`src/rtl/peridot_scif_pkg.sv`:
```
// Shared constants and FSM state encodings for the PERIDOT SCIF byte bridge.
package peridot_scif_pkg;

    localparam int unsigned SCIF_DATA_BITS  = 8;
    localparam int unsigned SCIF_FRAME_BITS = 10;
    localparam int unsigned SCIF_CNT_W      = $clog2(SCIF_FRAME_BITS);

    typedef logic [SCIF_CNT_W-1:0] scif_cnt_t;

    localparam scif_cnt_t SCIF_LAST_DATA = scif_cnt_t'(SCIF_DATA_BITS);

    typedef enum logic [1:0] {DesHunt, DesIdle, DesBits} des_state_e;
    typedef enum logic [1:0] {SerIdle, SerStart, SerData, SerStop} ser_state_e;

endpackage

```
`src/rtl/peridot_scif_bridge_sync_if.sv`:
```
// Byte-stream, SCIF pin and status bundle of the bridge; slave is the bridge side.
interface peridot_scif_bridge_sync_if #(
    parameter int unsigned H2F_DEPTH_LOG2 = 4,
    parameter int unsigned F2H_DEPTH_LOG2 = 4
);
    logic                      out_ready;
    logic                      out_valid;
    logic [7:0]                out_data;
    logic                      in_valid;
    logic [7:0]                in_data;
    logic                      in_ready;
    logic                      scif_sclk;
    logic                      scif_txd;
    logic                      scif_txr_n;
    logic                      scif_rxd;
    logic                      scif_rxr_n;
    logic                      err_clear;
    logic                      frame_err;
    logic                      overflow;
    logic [H2F_DEPTH_LOG2:0]   h2f_level;
    logic [F2H_DEPTH_LOG2:0]   f2h_level;

    modport slave (
        input  out_ready, in_valid, in_data, scif_sclk, scif_txd, scif_rxr_n, err_clear,
        output out_valid, out_data, in_ready, scif_txr_n, scif_rxd, frame_err, overflow,
               h2f_level, f2h_level
    );

    modport master (
        output out_ready, in_valid, in_data, scif_sclk, scif_txd, scif_rxr_n, err_clear,
        input  out_valid, out_data, in_ready, scif_txr_n, scif_rxd, frame_err, overflow,
               h2f_level, f2h_level
    );

endinterface

```
`src/rtl/peridot_scif_sync_fifo.sv`:
```
// Single-clock first-word-fall-through FIFO; pushes when full and pops when empty are ignored.
module peridot_scif_sync_fifo #(
    parameter int unsigned DEPTH_LOG2 = 4,
    parameter int unsigned WIDTH      = 8
) (
    input  logic                  clk,
    input  logic                  reset_n,
    input  logic                  push,
    input  logic [WIDTH-1:0]      wdata,
    input  logic                  pop,
    output logic [WIDTH-1:0]      rdata,
    output logic                  full,
    output logic                  empty,
    output logic [DEPTH_LOG2:0]   level
);

    localparam int unsigned DEPTH = 1 << DEPTH_LOG2;

    logic [WIDTH-1:0]      mem [DEPTH];
    logic [DEPTH_LOG2-1:0] wr_ptr_q;
    logic [DEPTH_LOG2-1:0] rd_ptr_q;
    logic [DEPTH_LOG2:0]   count_q;
    logic                  do_push;
    logic                  do_pop;

    assign full    = (count_q == (DEPTH_LOG2 + 1)'(DEPTH));
    assign empty   = (count_q == '0);
    assign do_push = push && !full;
    assign do_pop  = pop && !empty;
    assign rdata   = mem[rd_ptr_q];
    assign level   = count_q;

    always_ff @(posedge clk or negedge reset_n) begin
        if (!reset_n) begin
            wr_ptr_q <= '0;
            rd_ptr_q <= '0;
            count_q  <= '0;
        end else begin
            if (do_push) wr_ptr_q <= wr_ptr_q + 1'b1;
            if (do_pop)  rd_ptr_q <= rd_ptr_q + 1'b1;
            if (do_push && !do_pop) begin
                count_q <= count_q + 1'b1;
            end else if (!do_push && do_pop) begin
                count_q <= count_q - 1'b1;
            end
        end
    end

    // Storage is not reset; the pointers alone define validity.
    always_ff @(posedge clk) begin
        if (do_push) mem[wr_ptr_q] <= wdata;
    end

endmodule

```
`src/rtl/peridot_scif_bridge_sync.sv`:
```
// SCIF serial link to Avalon-ST byte-stream bridge with SCLK oversampled in the clk domain.
module peridot_scif_bridge_sync
    import peridot_scif_pkg::*;
#(
    parameter int unsigned H2F_DEPTH_LOG2 = 4,
    parameter int unsigned F2H_DEPTH_LOG2 = 4,
    parameter int unsigned H2F_MARGIN     = 2,
    parameter int unsigned SYNC_STAGES    = 2
) (
    input logic                       clk,
    input logic                       reset_n,
    peridot_scif_bridge_sync_if.slave bus
);

    localparam int unsigned H2F_DEPTH = 1 << H2F_DEPTH_LOG2;

    logic [SYNC_STAGES-1:0] sclk_sync_q, txd_sync_q, rxr_n_sync_q;
    logic                   sclk_prev_q, txd_smp_q, rxr_n_smp_q;
    logic                   rise_ev_q, fall_ev_q;
    logic                   sclk_s;

    des_state_e                des_state_q;
    scif_cnt_t                 des_cnt_q;
    logic [SCIF_DATA_BITS-1:0] des_shift_q;
    logic                      stop_ev, h2f_push, h2f_pop, h2f_full, h2f_empty;
    logic [7:0]                h2f_rdata;
    logic [H2F_DEPTH_LOG2:0]   h2f_level;

    ser_state_e                ser_state_q;
    scif_cnt_t                 ser_cnt_q;
    logic [SCIF_DATA_BITS-1:0] tx_byte_q;
    logic                      rxr_q, f2h_avail_q, start_ok, f2h_push, f2h_pop;
    logic                      f2h_full, f2h_empty;
    logic [7:0]                f2h_rdata;
    logic [F2H_DEPTH_LOG2:0]   f2h_level;

    logic txr_n_q, rxd_q, frame_err_q, overflow_q, rst_done_q, txr_hi;

    assign sclk_s = sclk_sync_q[SYNC_STAGES-1];

    // Strobes are registered, so the sampled txd/rxr_n are delayed one cycle to stay aligned.
    always_ff @(posedge clk or negedge reset_n) begin
        if (!reset_n) begin
            sclk_sync_q  <= '0;
            txd_sync_q   <= '1;
            rxr_n_sync_q <= '1;
            sclk_prev_q  <= 1'b0;
            txd_smp_q    <= 1'b1;
            rxr_n_smp_q  <= 1'b1;
            rise_ev_q    <= 1'b0;
            fall_ev_q    <= 1'b0;
        end else begin
            sclk_sync_q  <= {sclk_sync_q[SYNC_STAGES-2:0], bus.scif_sclk};
            txd_sync_q   <= {txd_sync_q[SYNC_STAGES-2:0], bus.scif_txd};
            rxr_n_sync_q <= {rxr_n_sync_q[SYNC_STAGES-2:0], bus.scif_rxr_n};
            sclk_prev_q  <= sclk_s;
            txd_smp_q    <= txd_sync_q[SYNC_STAGES-1];
            rxr_n_smp_q  <= rxr_n_sync_q[SYNC_STAGES-1];
            rise_ev_q    <= sclk_s && !sclk_prev_q;
            fall_ev_q    <= !sclk_s && sclk_prev_q;
        end
    end

    assign stop_ev  = rise_ev_q && (des_state_q == DesBits) && (des_cnt_q == SCIF_LAST_DATA);
    assign h2f_push = stop_ev && txd_smp_q && !h2f_full;
    assign h2f_pop  = !h2f_empty && bus.out_ready;

    always_ff @(posedge clk or negedge reset_n) begin
        if (!reset_n) begin
            des_state_q <= DesHunt;
            des_cnt_q   <= '0;
            des_shift_q <= '0;
        end else if (rise_ev_q) begin
            unique case (des_state_q)
                DesHunt: if (txd_smp_q) des_state_q <= DesIdle;
                DesIdle: begin
                    if (!txd_smp_q) begin
                        des_state_q <= DesBits;
                        des_cnt_q   <= '0;
                    end
                end
                DesBits: begin
                    if (des_cnt_q == SCIF_LAST_DATA) begin
                        des_state_q <= txd_smp_q ? DesIdle : DesHunt;
                    end else begin
                        des_shift_q <= {txd_smp_q, des_shift_q[SCIF_DATA_BITS-1:1]};
                        des_cnt_q   <= des_cnt_q + 1'b1;
                    end
                end
                default: des_state_q <= DesHunt;
            endcase
        end
    end

    peridot_scif_sync_fifo #(
        .DEPTH_LOG2 (H2F_DEPTH_LOG2),
        .WIDTH      (8)
    ) u_h2f_fifo (
        .clk     (clk),
        .reset_n (reset_n),
        .push    (h2f_push),
        .wdata   (des_shift_q),
        .pop     (h2f_pop),
        .rdata   (h2f_rdata),
        .full    (h2f_full),
        .empty   (h2f_empty),
        .level   (h2f_level)
    );

    // f2h_avail_q gives a pushed byte at least two clocks before its start bit can go out.
    assign start_ok = rxr_q && f2h_avail_q && !f2h_empty;
    assign f2h_pop  = fall_ev_q && start_ok &&
                      ((ser_state_q == SerIdle) || (ser_state_q == SerStop));
    assign f2h_push = bus.in_valid && !f2h_full && rst_done_q;

    always_ff @(posedge clk or negedge reset_n) begin
        if (!reset_n) begin
            ser_state_q <= SerIdle;
            ser_cnt_q   <= '0;
            tx_byte_q   <= '0;
            rxd_q       <= 1'b1;
        end else if (fall_ev_q) begin
            unique case (ser_state_q)
                SerIdle, SerStop: begin
                    if (start_ok) begin
                        rxd_q       <= 1'b0;
                        tx_byte_q   <= f2h_rdata;
                        ser_state_q <= SerStart;
                    end else begin
                        rxd_q       <= 1'b1;
                        ser_state_q <= SerIdle;
                    end
                end
                SerStart: begin
                    rxd_q       <= tx_byte_q[0];
                    tx_byte_q   <= tx_byte_q >> 1;
                    ser_cnt_q   <= scif_cnt_t'(1);
                    ser_state_q <= SerData;
                end
                SerData: begin
                    if (ser_cnt_q == SCIF_LAST_DATA) begin
                        rxd_q       <= 1'b1;
                        ser_state_q <= SerStop;
                    end else begin
                        rxd_q     <= tx_byte_q[0];
                        tx_byte_q <= tx_byte_q >> 1;
                        ser_cnt_q <= ser_cnt_q + 1'b1;
                    end
                end
                default: ser_state_q <= SerIdle;
            endcase
        end
    end

    peridot_scif_sync_fifo #(
        .DEPTH_LOG2 (F2H_DEPTH_LOG2),
        .WIDTH      (8)
    ) u_f2h_fifo (
        .clk     (clk),
        .reset_n (reset_n),
        .push    (f2h_push),
        .wdata   (bus.in_data),
        .pop     (f2h_pop),
        .rdata   (f2h_rdata),
        .full    (f2h_full),
        .empty   (f2h_empty),
        .level   (f2h_level)
    );

    assign txr_hi = (32'(h2f_level) + H2F_MARGIN) >= H2F_DEPTH;

    always_ff @(posedge clk or negedge reset_n) begin
        if (!reset_n) begin
            txr_n_q     <= 1'b1;
            rxr_q       <= 1'b0;
            f2h_avail_q <= 1'b0;
            frame_err_q <= 1'b0;
            overflow_q  <= 1'b0;
            rst_done_q  <= 1'b0;
        end else begin
            rst_done_q  <= 1'b1;
            f2h_avail_q <= !f2h_empty;
            if (fall_ev_q) txr_n_q <= txr_hi;
            if (rise_ev_q) rxr_q <= !rxr_n_smp_q;
            if (bus.err_clear) begin
                frame_err_q <= 1'b0;
                overflow_q  <= 1'b0;
            end else begin
                if (stop_ev && !txd_smp_q) frame_err_q <= 1'b1;
                if (stop_ev && txd_smp_q && h2f_full) overflow_q <= 1'b1;
            end
        end
    end

    assign bus.out_valid  = !h2f_empty;
    assign bus.out_data   = h2f_empty ? 8'h00 : h2f_rdata;
    assign bus.in_ready   = rst_done_q && !f2h_full;
    assign bus.scif_txr_n = txr_n_q;
    assign bus.scif_rxd   = rxd_q;
    assign bus.frame_err  = frame_err_q;
    assign bus.overflow   = overflow_q;
    assign bus.h2f_level  = h2f_level;
    assign bus.f2h_level  = f2h_level;

endmodule

```
`src/flat_wrapper.sv`:
```
// flat-port wrapper written by rule: the top's interface ports become plain ports
module peridot_scif_bridge_sync_flat import peridot_scif_pkg::*;
#(
    parameter int unsigned H2F_DEPTH_LOG2 = 4,
    parameter int unsigned F2H_DEPTH_LOG2 = 4,
    parameter int unsigned H2F_MARGIN     = 2,
    parameter int unsigned SYNC_STAGES    = 2
)
  (clk, reset_n, bus_out_ready, bus_in_valid, bus_in_data, bus_scif_sclk, bus_scif_txd, bus_scif_rxr_n, bus_err_clear, bus_out_valid, bus_out_data, bus_in_ready, bus_scif_txr_n, bus_scif_rxd, bus_frame_err, bus_overflow, bus_h2f_level, bus_f2h_level);
  peridot_scif_bridge_sync_if #(.H2F_DEPTH_LOG2(H2F_DEPTH_LOG2), .F2H_DEPTH_LOG2(F2H_DEPTH_LOG2)) bus_i ();
  input logic clk;
  input logic reset_n;
  input wire logic [$bits(bus_i.out_ready)-1:0] bus_out_ready;
  input wire logic [$bits(bus_i.in_valid)-1:0] bus_in_valid;
  input wire logic [$bits(bus_i.in_data)-1:0] bus_in_data;
  input wire logic [$bits(bus_i.scif_sclk)-1:0] bus_scif_sclk;
  input wire logic [$bits(bus_i.scif_txd)-1:0] bus_scif_txd;
  input wire logic [$bits(bus_i.scif_rxr_n)-1:0] bus_scif_rxr_n;
  input wire logic [$bits(bus_i.err_clear)-1:0] bus_err_clear;
  output wire logic [$bits(bus_i.out_valid)-1:0] bus_out_valid;
  output wire logic [$bits(bus_i.out_data)-1:0] bus_out_data;
  output wire logic [$bits(bus_i.in_ready)-1:0] bus_in_ready;
  output wire logic [$bits(bus_i.scif_txr_n)-1:0] bus_scif_txr_n;
  output wire logic [$bits(bus_i.scif_rxd)-1:0] bus_scif_rxd;
  output wire logic [$bits(bus_i.frame_err)-1:0] bus_frame_err;
  output wire logic [$bits(bus_i.overflow)-1:0] bus_overflow;
  output wire logic [$bits(bus_i.h2f_level)-1:0] bus_h2f_level;
  output wire logic [$bits(bus_i.f2h_level)-1:0] bus_f2h_level;
  assign bus_i.out_ready = bus_out_ready;
  assign bus_i.in_valid = bus_in_valid;
  assign bus_i.in_data = bus_in_data;
  assign bus_i.scif_sclk = bus_scif_sclk;
  assign bus_i.scif_txd = bus_scif_txd;
  assign bus_i.scif_rxr_n = bus_scif_rxr_n;
  assign bus_i.err_clear = bus_err_clear;
  assign bus_out_valid = bus_i.out_valid;
  assign bus_out_data = bus_i.out_data;
  assign bus_in_ready = bus_i.in_ready;
  assign bus_scif_txr_n = bus_i.scif_txr_n;
  assign bus_scif_rxd = bus_i.scif_rxd;
  assign bus_frame_err = bus_i.frame_err;
  assign bus_overflow = bus_i.overflow;
  assign bus_h2f_level = bus_i.h2f_level;
  assign bus_f2h_level = bus_i.f2h_level;
  peridot_scif_bridge_sync #(.H2F_DEPTH_LOG2(H2F_DEPTH_LOG2), .F2H_DEPTH_LOG2(F2H_DEPTH_LOG2), .H2F_MARGIN(H2F_MARGIN), .SYNC_STAGES(SYNC_STAGES)) u_core (.clk(clk), .reset_n(reset_n), .bus(bus_i));
endmodule
```
`config.mk`:
```
export PLATFORM = sky130hd
export DESIGN_NAME = peridot_scif_bridge_sync_flat
export DESIGN_NICKNAME = d
export VERILOG_FILES = /design/src/rtl/peridot_scif_pkg.sv /design/src/rtl/peridot_scif_bridge_sync_if.sv /design/src/rtl/peridot_scif_sync_fifo.sv /design/src/rtl/peridot_scif_bridge_sync.sv /design/src/flat_wrapper.sv
export SDC_FILE = /design/constraint.sdc
export NUM_CORES = 1
export LEC_CHECK = 0
export CORE_MARGIN = 2
export CORE_UTILIZATION = 50
export CTS_BUF_LIST = sky130_fd_sc_hd__clkbuf_4
export CTS_CLUSTER_DIAMETER = 150
export CTS_CLUSTER_SIZE = 12
export DETAILED_ROUTE_END_ITERATION = 10
export PLACE_DENSITY = 0.67
export SLEW_MARGIN = 10
export SYNTH_ARGS = -nofsm -noshare
export SYNTH_HDL_FRONTEND = slang
export SYNTH_SLANG_ARGS = --single-unit
```
`constraint.sdc`:
```
create_clock -name clk -period 4.2 [get_ports clk]
set_input_delay 0.84 -clock clk [delete_from_list [all_inputs] [get_ports clk]]
set_output_delay 0.84 -clock clk [all_outputs]
set_load 0.05 [all_outputs]
```
# ---- Word-level counts from Yosys, hierarchy flattened
# Memories as Yosys holds them, arrays and structs flattened.
# Index checks and enable logic that the tools add are counted.
dict set report word_totals {
  reg_bits 72
  mem_bits_rw 256
  output_inout_bits 24
  wordCells 144
  n_memories 2
}
# name depth word_bits read_ports rd_clocked_by_memory_dff wr line
set memory_table {}
lappend memory_table {u_core.u_f2h_fifo.mem 16 8 1 0 1 peridot_scif_sync_fifo.sv:19} ;# logic [WIDTH-1:0] mem [DEPTH];
lappend memory_table {u_core.u_h2f_fifo.mem 16 8 1 0 1 peridot_scif_sync_fifo.sv:19}
dict set report classes {
  n_addsub 11
  magnitude_cmp 1
  eq_ne 16
  n_mux 32
  bitwise 1
  reduce_logical 54
}
# op n
set ops {}
lappend ops {{greater-or-equal comparator 32 x 5 -> 1 bit (second input constant)} 1}
lappend ops {{adder 4 x 1 -> 4 bit (second input constant)} 6}
lappend ops {{logical AND 1 bit} 24}
lappend ops {{two-way mux 8 bit} 3}
lappend ops {{one-hot mux 8 bit (3 select lines)} 1}
lappend ops {{two-way mux 5 bit} 4}
lappend ops {{one-hot mux 4 bit (2 select lines)} 2}
lappend ops {{logical NOT 1 bit} 12}
lappend ops {{two-way mux 1 bit} 12}
lappend ops {{two-way mux 4 bit} 3}
lappend ops {{one-hot mux 2 bit (3 select lines)} 2}
lappend ops {{nonzero test 2 bit} 6}
lappend ops {{adder 5 x 1 -> 5 bit (second input constant)} 2}
lappend ops {{equality test 5 bit (second input constant)} 2}
lappend ops {{logical NOT 5 bit} 2}
lappend ops {{subtractor 5 x 1 -> 5 bit (second input constant)} 2}
lappend ops {{AND reduction 3 bit} 3}
lappend ops {{equality test 4 bit (second input constant)} 2}
lappend ops {{two-way mux 2 bit} 4}
lappend ops {{!= test 2 bit (second input constant)} 4}
lappend ops {{AND reduction 4 bit} 2}
lappend ops {{adder 5 x 2 -> 6 bit (second input constant)} 1}
lappend ops {{equality test 2 bit (second input constant)} 3}
lappend ops {{!= test 2 x 1 -> 1 bit (second input constant)} 3}
lappend ops {{7 further kinds} 9}

# ---- Depth between registers and ports, before layout
# Gate-level depths: netlist of run 1.
dict set report depth {
  ltp_word 10
  depth_mapped 14
}

# ---- Modules after synthesis
# From an unflattened synthesis of run 1, not the netlist that was laid out.
dict set report unflattened {
  hier_cells 817
  area_unflattened_um2 13680.6
}
# module instances cells_per_inst area_per_inst_um2 seq_area_each_um2
set by_module_without_submodules {}
lappend by_module_without_submodules {{peridot_scif_sync_fifo (u_core.u_h2f_fifo)} 1 322 5816.8 4169.0}
lappend by_module_without_submodules {{peridot_scif_sync_fifo (u_core.u_f2h_fifo)} 1 322 5774.3 4169.0}
lappend by_module_without_submodules {peridot_scif_bridge_sync 1 173 2089.5 1161.1}

# ---- Least setup slack after synthesis of run 1
# No wires, ideal clock.
dict set report synth_path {
  path_kind {register to register}
  start {register u_core.u_f2h_fifo.count_q[0], in the netlist u_core.u_f2h_fifo.level[0]}
  end {register u_core.u_f2h_fifo.count_q[4], in the netlist u_core.u_f2h_fifo.level[4]}
  setup_ps 123
  arrival_ps 3819
  path_slack_ps 257
  path_stages_with_launch 13
  path_buffers 0
  path_cell_list {dfrtp_1 -> nor4_2 -> a21boi_0 -> nand2_1 -> clkinv_1 -> ha_1 -> inv_1 -> fa_1 -> a21o_1 -> a21oi_1 -> xnor2_1 -> nor2_1 -> xnor2_1}
}
dict set report synth_via {
  elab_cells_between_ends 20
  cone_classes {2 x add/sub; 1 x eq/ne; 2 x mux; 15 x reduce/logical}
}
# item line
set synth_lines {}
lappend synth_lines {{from (decl)} peridot_scif_sync_fifo.sv:22} ;# logic [DEPTH_LOG2:0] count_q;
lappend synth_lines {{from (signal assigned)} peridot_scif_sync_fifo.sv:42} ;# count_q <= count_q + 1'b1;
lappend synth_lines {{from (signal assigned)} peridot_scif_sync_fifo.sv:44} ;# count_q <= count_q - 1'b1;
lappend synth_lines {{equality test 5 bit (*)} peridot_scif_sync_fifo.sv:26} ;# assign full = (count_q == (DEPTH_LOG2 + 1)'(DEPTH));
lappend synth_lines {{logical NOT 1 bit (*)} {peridot_scif_sync_fifo.sv:28, peridot_scif_bridge_sync.sv:114}}
lappend synth_lines {{logical AND 1 bit (2 in a row)} peridot_scif_bridge_sync.sv:114} ;# assign f2h_push = bus.in_valid && !f2h_full && rst_done_q;
lappend synth_lines {{logical AND 1 bit (*)} peridot_scif_sync_fifo.sv:28} ;# assign do_push = push && !full;
lappend synth_lines {{named net u_core.u_f2h_fifo.do_push} peridot_scif_sync_fifo.sv:23} ;# logic do_push;
lappend synth_lines {{logical NOT 1 bit} peridot_scif_sync_fifo.sv:43} ;# end else if (!do_push && do_pop) begin
lappend synth_lines {{logical AND 1 bit} peridot_scif_sync_fifo.sv:43}
lappend synth_lines {{nonzero test 2 bit (no source line)} --}
# Mark *: on every way through the listed nets, which the timed path passes. The rest lies on a longest branch. The select of a mux whose other input is x is not followed.
# A chain may end at the register's enable or synchronous reset.

# ---- Final worst setup path of run 1
dict set report layout_path {
  start {register u_core.u_h2f_fifo.rd_ptr_q[0]}
  end {output bus_out_data[2]}
}
dict set report layout_via {
  elab_chain_cells 2
}
# item line
set layout_lines {}
lappend layout_lines {{from (decl)} peridot_scif_sync_fifo.sv:21} ;# logic [DEPTH_LOG2-1:0] rd_ptr_q;
lappend layout_lines {{from (signal assigned)} peridot_scif_sync_fifo.sv:40} ;# if (do_pop) rd_ptr_q <= rd_ptr_q + 1'b1;
lappend layout_lines {{memory read (16 x 8 bit)} --}
lappend layout_lines {{two-way mux 8 bit} peridot_scif_bridge_sync.sv:196} ;# assign bus.out_data = h2f_empty ? 8'h00 : h2f_rdata;
lappend layout_lines {{to (decl)} flat_wrapper.sv:21} ;# output wire logic [$bits(bus_i.out_data)-1:0] bus_out_data;
# No other way between the ends.

==> results of run 1 <==
## layout make-up
class                   instances  area (um^2)  share of cell area, %
flip-flops and latches        328         9500                   65.3
clock buffers                  56          420                   2.89
repair buffers                 48          458                   3.15
clock inverters                 2         12.5                 0.0859
inverters                      31          116                  0.799
well taps                     335          419                   2.88
diodes                          1         2.50                 0.0172
multi-input cells             350         3630                   24.9
## worst max-delay path, stage by stage, from the launching register on
cell and delay (ps):
dfrtp_2 400, buf_12 250, mux4_1 590, mux4_2 480
and2_1 180, dlygate4sd2_1 420
## cells by family after synthesis
family	Yosys count
compound gates	87
flops	328
buf+inv	60
simple gates	126
other cells	1
fa+ha+maj	31
xor+xnor	21
mux	84
## cells in the final DEF, fill, tap and decap left out, types with 8 or more instances in the layout
| master | Yosys | final |
|---|---|---|
| a22oi_1 | 15 | 15 |
| clkbuf_4 | 0 | 56 |
| dlygate4sd2_1 | 0 | 8 |
| ha_1 | 29 | 29 |
| edfxtp_1 | 256 | 256 |
| nor2_1 | 25 | 25 |
| mux2_2 | 11 | 11 |
| xnor2_1 | 16 | 16 |
| a21oi_1 | 31 | 31 |
| inv_1 | 29 | 29 |
| and2_1 | 38 | 38 |
| mux4_2 | 54 | 54 |
| clkdlybuf4s50_1 | 0 | 30 |
| o21ai_0 | 20 | 20 |
| dfstp_2 | 8 | 8 |
| buf_4 | 6 | 9 |
| dfrtp_1 | 64 | 62 |
| mux4_1 | 18 | 18 |
| nand2_1 | 27 | 27 |
## through the flow
stage | hold slack, ps | std cells | total power, mW
4_1_cts | 230 | 1150 | 7.55
3_3_place_gp | 338 | 1092 | 5.89
6_report | 222 | 1151 | 7.50
2_1_floorplan | 331 | 738 | 5.43
5_1_grt | 248 | 1151 | 7.90
3_5_place_dp | 336 | 1092 | 5.99
## path summary, 6_finish.rpt
| path | depth (start not counted) | end |
|---|---|---|
| min reg2reg | 0 | u_core.txd_smp_q |
| min | 1 | u_core.u_h2f_fifo.rd_ptr_q[3] |
| max | 5 | bus_out_data[2] |
| max in group asynchronous | 1 | u_core.u_f2h_fifo.rd_ptr_q[0] |
| min in group clk | 0 | u_core.txd_smp_q |
| max reg2reg | 12 | u_core.u_h2f_fifo.level[4] |
## layer usage
metal / part of all wire [%] / wire, um / up-vias / global-route usage (%)
met3: 5.2 / 1340 / 43 / 2.77
met4: 2.1 / 534 / 0 / 4.73
met5: 0 / 0 / - / 0
met2: 49 / 12600 / 189 / 30.2
met1: 44 / 11200 / 3407 / 26.7
li1: - / - / 2999 / -
## state kept, by name (all words and copies together), names as in the netlist, 4 cells and up
name                        cells
u_core.u_f2h_fifo.wr_ptr_q      4
u_core.u_f2h_fifo.mem         128
u_core.des_shift_q              8
u_core.u_h2f_fifo.wr_ptr_q      4
u_core.u_h2f_fifo.rd_ptr_q      4
u_core.u_f2h_fifo.level         5
u_core.ser_cnt_q                4
u_core.u_h2f_fifo.mem         128
u_core.des_cnt_q                4
u_core.tx_byte_q                8
u_core.u_f2h_fifo.rd_ptr_q      4
u_core.u_h2f_fifo.level         5
## timing repair
item,CTS,global route
setup endpoints to repair,8,2
cloned,0,0
resized for setup,8,1
## cell usage after synthesis (15+ instances only)
library cell | n | area, um^2
edfxtp_1 | 256 | 7690
dfrtp_1 | 64 | 1600
mux4_2 | 54 | 1220
and2_1 | 38 | 238
a21oi_1 | 31 | 155
ha_1 | 29 | 363
inv_1 | 29 | 109
nand2_1 | 27 | 101
nor2_1 | 25 | 93.8
o21ai_0 | 20 | 100
mux4_1 | 18 | 473
xnor2_1 | 16 | 140
a22oi_1 | 15 | 113
## power groups by stage
| stage | clock (mW) | combinational [mW] | sequential (mW) |
|---|---|---|---|
| final | 1.59 | 1.79 | 4.12 |
| after floorplan | 0 | 1.27 | 4.16 |
| after global routing | 1.77 | 1.97 | 4.17 |
| after global placement | 0 | 1.73 | 4.16 |
| after detailed placement | 0 | 1.80 | 4.19 |
| after CTS | 1.63 | 1.80 | 4.12 |
==> impl_metrics.yaml, run 1 <==
status:
  status: "complete, no violations"
route:
  routed_wirelength_mm: 25.6
  drc: 0
  avgRoutedWirePerCell_um: 22.2
  dr_total_vias: 6638
  drt_iter0_markers: 537
  drt_first_pass_iters: 5
  ant_nets: 0
  drt-vias-per-instance: 5.77
worst_setup_path:
  critPathArrivalTime_ps: 3060
  required_ps: 3360
  crit_type: "flop to primary output"
  critPathLaunchType: "flop"
  r2r_slack_ps: 800
  crit_fanout: 35
  endpoint_kind: "primary output"
  crit_start: "u_core.u_h2f_fifo.rd_ptr_q[0]"
  rr_startpoint: "u_core.u_h2f_fifo.level[1]"
timing:
  finalSetupTns_ps: 0
  fmax_mhz: 257
  hold_violations: 0
  min_period_ps: 3900
  setup_ws_ps: 302
  finalMaxSlewViolations: 0
  worst_pin_slew_ps: 974
  maxSlewHeadroom_pct: 35.1
  timing.clock.skew_ps: 54.9
  fin_crit_sh_pct: 92.8
  rsz0062_at_grt: "no"
  finalSetupViolCount: 0
global_route:
  grt_max_degree: 73
  track_usage_pct: 18.5
  overflow: 0
  antenna_found_initial: 1
  grt_first_pass_wirelength_mm: 40.1
  grt_pass1_vias: 6886
synthesis:
  syn-num-nets: 785
  synth_top_family_by_area: "multiplexers"
  netlist_instances: 738
  yosysWarnings: 0
  synth-xor-area-share_pct: 1.37
  synthMuxAreaShare_pct: 13.6
  syn-cell-area_mm2: 0.0134
  yosys_register_bits: 328
  synthArstFlopShare_pct: 22.0
  synth_compound_area_share_pct: 4.04
  synth_adder_area_share_pct: 3.00
  syn_avg_cell_area_um2: 18.2
  synthDistinctLibCells: 55
  seq_area_frac_synth_pct: 70.8
  yosys.area_share.simple_pct: 4.96
  yosys_most_used_dff: "edfxtp_1"
  synth-edff-count: 256
die:
  core_mm2: 0.0262
  io_pins: 40
  fp.dieW_um: 168
  initial_core_util_pct: 51.2
  die_y_um: 168
  fp.dieArea_mm2: 0.0282
  placementRows: 59
place:
  routabilityCongestion: 0.775
  dp_slack_ps: 576
  placed_area_mm2: 0.0141
  hpwl_mm: 16.1
  port_buffers: 39
cts:
  worstSkewPairLatency_ps: 740
  cts.clk_slew.worst_paths_ps: 130
  cts_made_buffers: 31
  cts_tree: "done"
  cts_root_buffer: "clkbuf_4"
  clkSinkCount: 328
  cts_buffer_depth: 3
  hold_buffers: 0
  cts_max_level: 1
  cts_setup_buffers: 0
pwr:
  p_switching_mw: 2.32
  p_per_area_mw_per_mm2: 515
  p_comb_share_pct: 23.9
  peakVddDrop_uv: 436
  p_clk_share_pct: 21.2
  p_int_mw: 5.18
  p_leak_nw: 5.04
  switching_share_pct: 30.9
  power_frac_seq_pct: 54.9
job:
  cap_violations: 0
cells_and_area:
  drive_above_1_share_pct: 18.3
  nets: 837
  final_core_util_pct: 55.6
  final_area_mm2: 0.0146
  area_delta_synth_final_pct: 8.44
  fill_cells: 2024
worst_hold_path:
  hold_path_class: "input pin to asynchronous set/reset pin"
Power figures use the tool's default switching activity.
==> run 2: changes to the inputs <==
--- a/config.mk
+++ b/config.mk
@@ -9,9 +9,9 @@
 export CORE_UTILIZATION = 50
 export CTS_BUF_LIST = sky130_fd_sc_hd__clkbuf_4
 export CTS_CLUSTER_DIAMETER = 150
-export CTS_CLUSTER_SIZE = 12
+export CTS_CLUSTER_SIZE = 8
 export DETAILED_ROUTE_END_ITERATION = 10
-export PLACE_DENSITY = 0.67
+export PLACE_DENSITY = 0.72
 export SLEW_MARGIN = 10
 export SYNTH_ARGS = -nofsm -noshare
 export SYNTH_HDL_FRONTEND = slang
==> run 2 against run 1 <==
Total power grew 4.9%; sequential power is essentially flat; via count grew 2.9%; critical endpoint is now bus_out_data[7].
==> impl_metrics.yaml, run 2 (synthesis results as in run 1) <==
worst_setup_path:
  critPathLaunchType: "flop"
  rr_worst_depth: 13
  critPathArrivalTime_ps: 3210
  crit_type: "flop to primary output"
  required_ps: 3360
  crit_fanout: 13
  r2r_slack_ps: 760
  endpoint_kind: "primary output"
worst_hold_path:
  hold_path_class: "input pin to asynchronous set/reset pin"
cells_and_area:
  drive_above_1_share_pct: 20.9
  final_area_mm2: 0.0148
  final_cell_mix: "256 x edfxtp_1, 80 x clkbuf_4, 62 x dfrtp_1"
  final_common_cell: "edfxtp_1"
  nets: 855
  area_delta_synth_final_pct: 10.0
  reg_top3: "u_core.u_f2h_fifo.mem x128, u_core.u_h2f_fifo.mem x128"
timing:
  timing.clock.skew_ps: 50.4
  rsz0062_at_grt: "no"
  finalSetupViolCount: 0
  finalMaxSlewViolations: 0
  finalSetupTns_ps: 0
  worst_pin_slew_ps: 1060
  hold_violations: 0
  fin_crit_sh_pct: 96.5
  maxSlewHeadroom_pct: 29.0
  min_period_ps: 4050
  fmax_mhz: 247
cts:
  worstSkewPairLatency_ps: 700
  hold_buffers: 0
  cts_buffer_depth: 3
  clkSinkCount: 328
  cts_tree: "done"
  cts_root_buffer: "clkbuf_4"
  cts_max_level: 2
  cts.clk_slew.worst_paths_ps: 90
  cts_made_buffers: 46
global_route:
  overflow: 0
  grt_first_pass_wirelength_mm: 40.6
  antenna_found_initial: 2
  grt_pass1_vias: 7178
  track_usage_pct: 18.9
  gr-max-usage-layer: "met2"
  grt_max_degree: 73
  grt_use_met1_pct: 26.3
  grtUsageMet3_pct: 3.10
  grt_util_met2_pct: 30.7
die:
  io_pins: 40
  core_mm2: 0.0262
  initial_core_util_pct: 51.2
  placementRows: 59
  die_y_um: 168
  fp.dieArea_mm2: 0.0282
  fp.dieW_um: 168
status:
  status: "complete, no violations"
place:
  hpwl_mm: 16.3
  routabilityCongestion: 0.817
  port_buffers: 39
  placed_area_mm2: 0.0141
pwr:
  p_leak_nw: 5.16
  p_per_area_mw_per_mm2: 532
  peakVddDrop_uv: 481
route:
  drt-vias-per-instance: 5.79
  dr_total_vias: 6832
  avgRoutedWirePerCell_um: 21.7
  routed_wirelength_mm: 25.7
  ant_nets: 0
  drt_first_pass_iters: 5
  drt_iter0_markers: 731
  drc: 0
job:
  cap_violations: 0
[run 2: cell count changes in the layout (fill, tap and decap cells not counted), sizes merged]
cell and change:
clkbuf +24, buf +3, clkdlybuf4s50 +1, clkinv +1, clkinvlp +1, diode +1
dlygate4sd2 -1, inv -1
[run 2: power by group]
part	leakage [nW]	switching (mW)	internal [mW]	total [mW]
registers	3.24	0.330	3.81	4.14
logic	1.54	1.02	0.789	1.81
clock network	0.377	1.06	0.853	1.92
total	5.16	2.41	5.45	7.86
[run 2: path summary, 6_finish.rpt]
check	start	end
worst min-delay path	reset_n	u_core.u_h2f_fifo.rd_ptr_q[0]
worst max-delay path	u_core.u_h2f_fifo.rd_ptr_q[0]	bus_out_data[7]
min in group clk	u_core.txd_sync_q[1]	u_core.txd_smp_q
worst min register to register	u_core.txd_sync_q[1]	u_core.txd_smp_q
max in group asynchronous	reset_n	u_core.u_h2f_fifo.rd_ptr_q[0]
worst max register to register	u_core.u_h2f_fifo.level[0]	u_core.u_h2f_fifo.level[4]
[run 2: through the flow]
stage | power, mW | std cells | setup slack (ps) | util, % | hold WS [ps]
2_1_floorplan | 5.43 | 738 | 257 | - | 331
3_3_place_gp | 5.89 | 1095 | 649 | 54.0 | 337
3_5_place_dp | 6.01 | 1095 | 633 | 54.0 | 347
4_1_cts | 7.91 | 1178 | 75.0 | 56.3 | 279
5_1_grt | 8.26 | 1180 | 14.2 | 56.4 | 342
6_report | 7.86 | 1180 | 145 | 56.4 | 312
[run 2: layout make-up]
class | instances | area (um^2)
clock buffer | 80 | 601
multi-input combinational | 350 | 3620
antenna | 2 | 5.00
tap | 335 | 419
clock inverter | 3 | 20.0
timing repair buffer | 51 | 482
sequential | 328 | 9500
inverter | 31 | 116
fill | 1975 | 11400
[run 2: layer usage]
metal  part of all wire, %  up-vias  wire (um)
met5                     0        -          0
met4                   2.5        0        638
met3                   5.6       55       1430
met2                    49      245      12600
met1                    43     3484      11000
li1                      -     3048          -
[run 2: critical path, cell delays in order (launching register included)]
cell and delay (ps):
dfrtp_4 580, mux4_1 580, mux4_2 480, and2_1 170, clkdlybuf4s50_1 700
[run 2: repair_timing]
item	CTS	global route
gates resized for setup	8	0
setup buffers	0	0
endpoints found under the setup margin	7	0
==> run 3: changes to the inputs <==
--- a/config.mk
+++ b/config.mk
@@ -12,7 +12,7 @@
 export CTS_CLUSTER_SIZE = 8
 export DETAILED_ROUTE_END_ITERATION = 10
 export PLACE_DENSITY = 0.72
-export SLEW_MARGIN = 10
+export SLEW_MARGIN = 40
 export SYNTH_ARGS = -nofsm -noshare
 export SYNTH_HDL_FRONTEND = slang
 export SYNTH_SLANG_ARGS = --single-unit
==> run 3 against run 2 <==
Final area increased by 0.19%; non-clock buffer count unchanged; maximum frequency about the same; critical path depth unchanged; critical path type unchanged.
==> impl_metrics.yaml, run 3 (synthesis results as in run 1) <==
status:
  status: "complete, no violations"
worst_setup_path:
  cp_cell_sequence: "mux4_1 > mux4_2 > and2_1 > clkdlybuf4s50_1"
  crit_fanout: 13
  crit_family: "multiplexers"
  r2r_end: "u_core.u_h2f_fifo.level[4]"
  critPathBufInv: 1
  critPathCapture: "bus_out_data[7]"
  crit_type: "flop to primary output"
  rr_startpoint: "u_core.u_h2f_fifo.level[0]"
  max_stage_delay_ps: 700
  required_ps: 3360
  critPathArrivalTime_ps: 3220
  critPathLaunchType: "flop"
  endpoint_kind: "primary output"
  r2r_slack_ps: 850
  rr_worst_depth: 13
  crit_path_top_delay_cell: "clkdlybuf4s50_1"
  path_depth: 4
  crit_start: "u_core.u_h2f_fifo.rd_ptr_q[0]"
cts:
  cts_root_buffer: "clkbuf_4"
  cts_made_buffers: 46
  clkSinkCount: 328
  cts_buffer_depth: 3
  cts.clk_slew.worst_paths_ps: 110
  hold_buffers: 0
  worstSkewPairLatency_ps: 690
  cts_max_level: 2
  cts_tree: "done"
timing:
  min_period_ps: 4060
  finalSetupViolCount: 0
  finalMaxSlewViolations: 0
  worst_pin_slew_ps: 723
  timing.clock.skew_ps: 92.2
  maxSlewHeadroom_pct: 51.7
  rsz0062_at_grt: "no"
  fmax_mhz: 247
  fin_crit_sh_pct: 96.6
  finalSetupTns_ps: 0
  hold_violations: 0
cells_and_area:
  reg_top3: "u_core.u_f2h_fifo.mem x128, u_core.u_h2f_fifo.mem x128"
  drive_above_1_share_pct: 21.4
  final_common_cell: "edfxtp_1"
  final_area_mm2: 0.0148
  nets: 855
  area_delta_synth_final_pct: 10.2
  final_cell_mix: "256 x edfxtp_1, 82 x clkbuf_4, 61 x dfrtp_1"
place:
  port_buffers: 39
  routabilityCongestion: 0.817
  hpwl_mm: 16.3
  placed_area_mm2: 0.0142
die:
  fp.dieArea_mm2: 0.0282
  initial_core_util_pct: 51.2
  fp.dieW_um: 168
  io_pins: 40
  core_mm2: 0.0262
  placementRows: 59
  die_y_um: 168
global_route:
  grt_pass1_vias: 7184
  grt_max_degree: 73
  grt_first_pass_wirelength_mm: 40.2
  overflow: 0
  track_usage_pct: 18.7
  antenna_found_initial: 1
route:
  drt_first_pass_iters: 5
  dr_total_vias: 6842
  routed_wirelength_mm: 25.6
  ant_nets: 0
  drc: 0
  drt-vias-per-instance: 5.80
  avgRoutedWirePerCell_um: 21.7
  drt_iter0_markers: 716
worst_hold_path:
  hold_path_class: "input pin to asynchronous set/reset pin"
pwr:
  peakVddDrop_uv: 535
  p_per_area_mw_per_mm2: 532
  p_leak_nw: 5.17
job:
  cap_violations: 0
[run 3: changes by cell type in the layout (fill, tap and decap cells not counted), sizes merged]
| cell | before | now |
|---|---|---|
| diode | 2 | 1 |
| clkbuf | 80 | 82 |
| clkinvlp | 1 | 0 |
[run 3: through the flow]
step           cells  util [%]  hold slack [ps]  setup WS (ps)  power, mW
4_1_cts         1179      56.4              153            110       7.91
3_3_place_gp    1095      54.0              337            649       5.89
3_5_place_dp    1095      54.0              347            636       6.01
6_report        1180      56.5              176            144       7.87
5_1_grt         1180      56.5              166           37.5       8.26
2_1_floorplan    738         -              331            257       5.43
[run 3: worst min path at each step]
stage / endpoint / cells past startpoint
2_1_floorplan: u_core.sclk_sync_q[1] / 0
3_3_place_gp: u_core.sclk_sync_q[1] / 0
3_5_place_dp: u_core.txd_smp_q / 0
4_1_cts: u_core.bus.overflow / 1
5_1_grt: u_core.u_h2f_fifo.level[3] / 1
6_report: u_core.rxr_q / 1
[run 3: layout make-up]
cell class,count,area (um^2)
Clock inverter,2,12.5
Antenna cell,1,2.50
Tap cell,335,419
Multi-Input combinational cell,350,3640
Sequential cell,328,9510
Clock buffer,82,616
Fill cell,1978,11400
Inverter,31,116
Timing Repair Buffer,51,485
[run 3: what timing repair did]
item | CTS | global route
buffers inserted | 0 | 0
setup endpoints to repair | 7 | 0
resized for setup | 8 | 0
hold endpoints to repair | 0 | 0
[run 3: routing by layer]
metal  share of wire [%]  routed length, um  track usage (%)
met1                  43              11100             26.4
met2                  49              12500             30.2
met3                 5.4               1390             3.27
met4                 2.5                628             6.05
met5                   0                  0                0
[run 3: where the power goes]
part,switching [mW],leakage [nW],internal (mW)
logic,1.01,1.54,0.790
clock network,1.06,0.386,0.871
registers,0.328,3.24,3.81
total,2.40,5.17,5.47
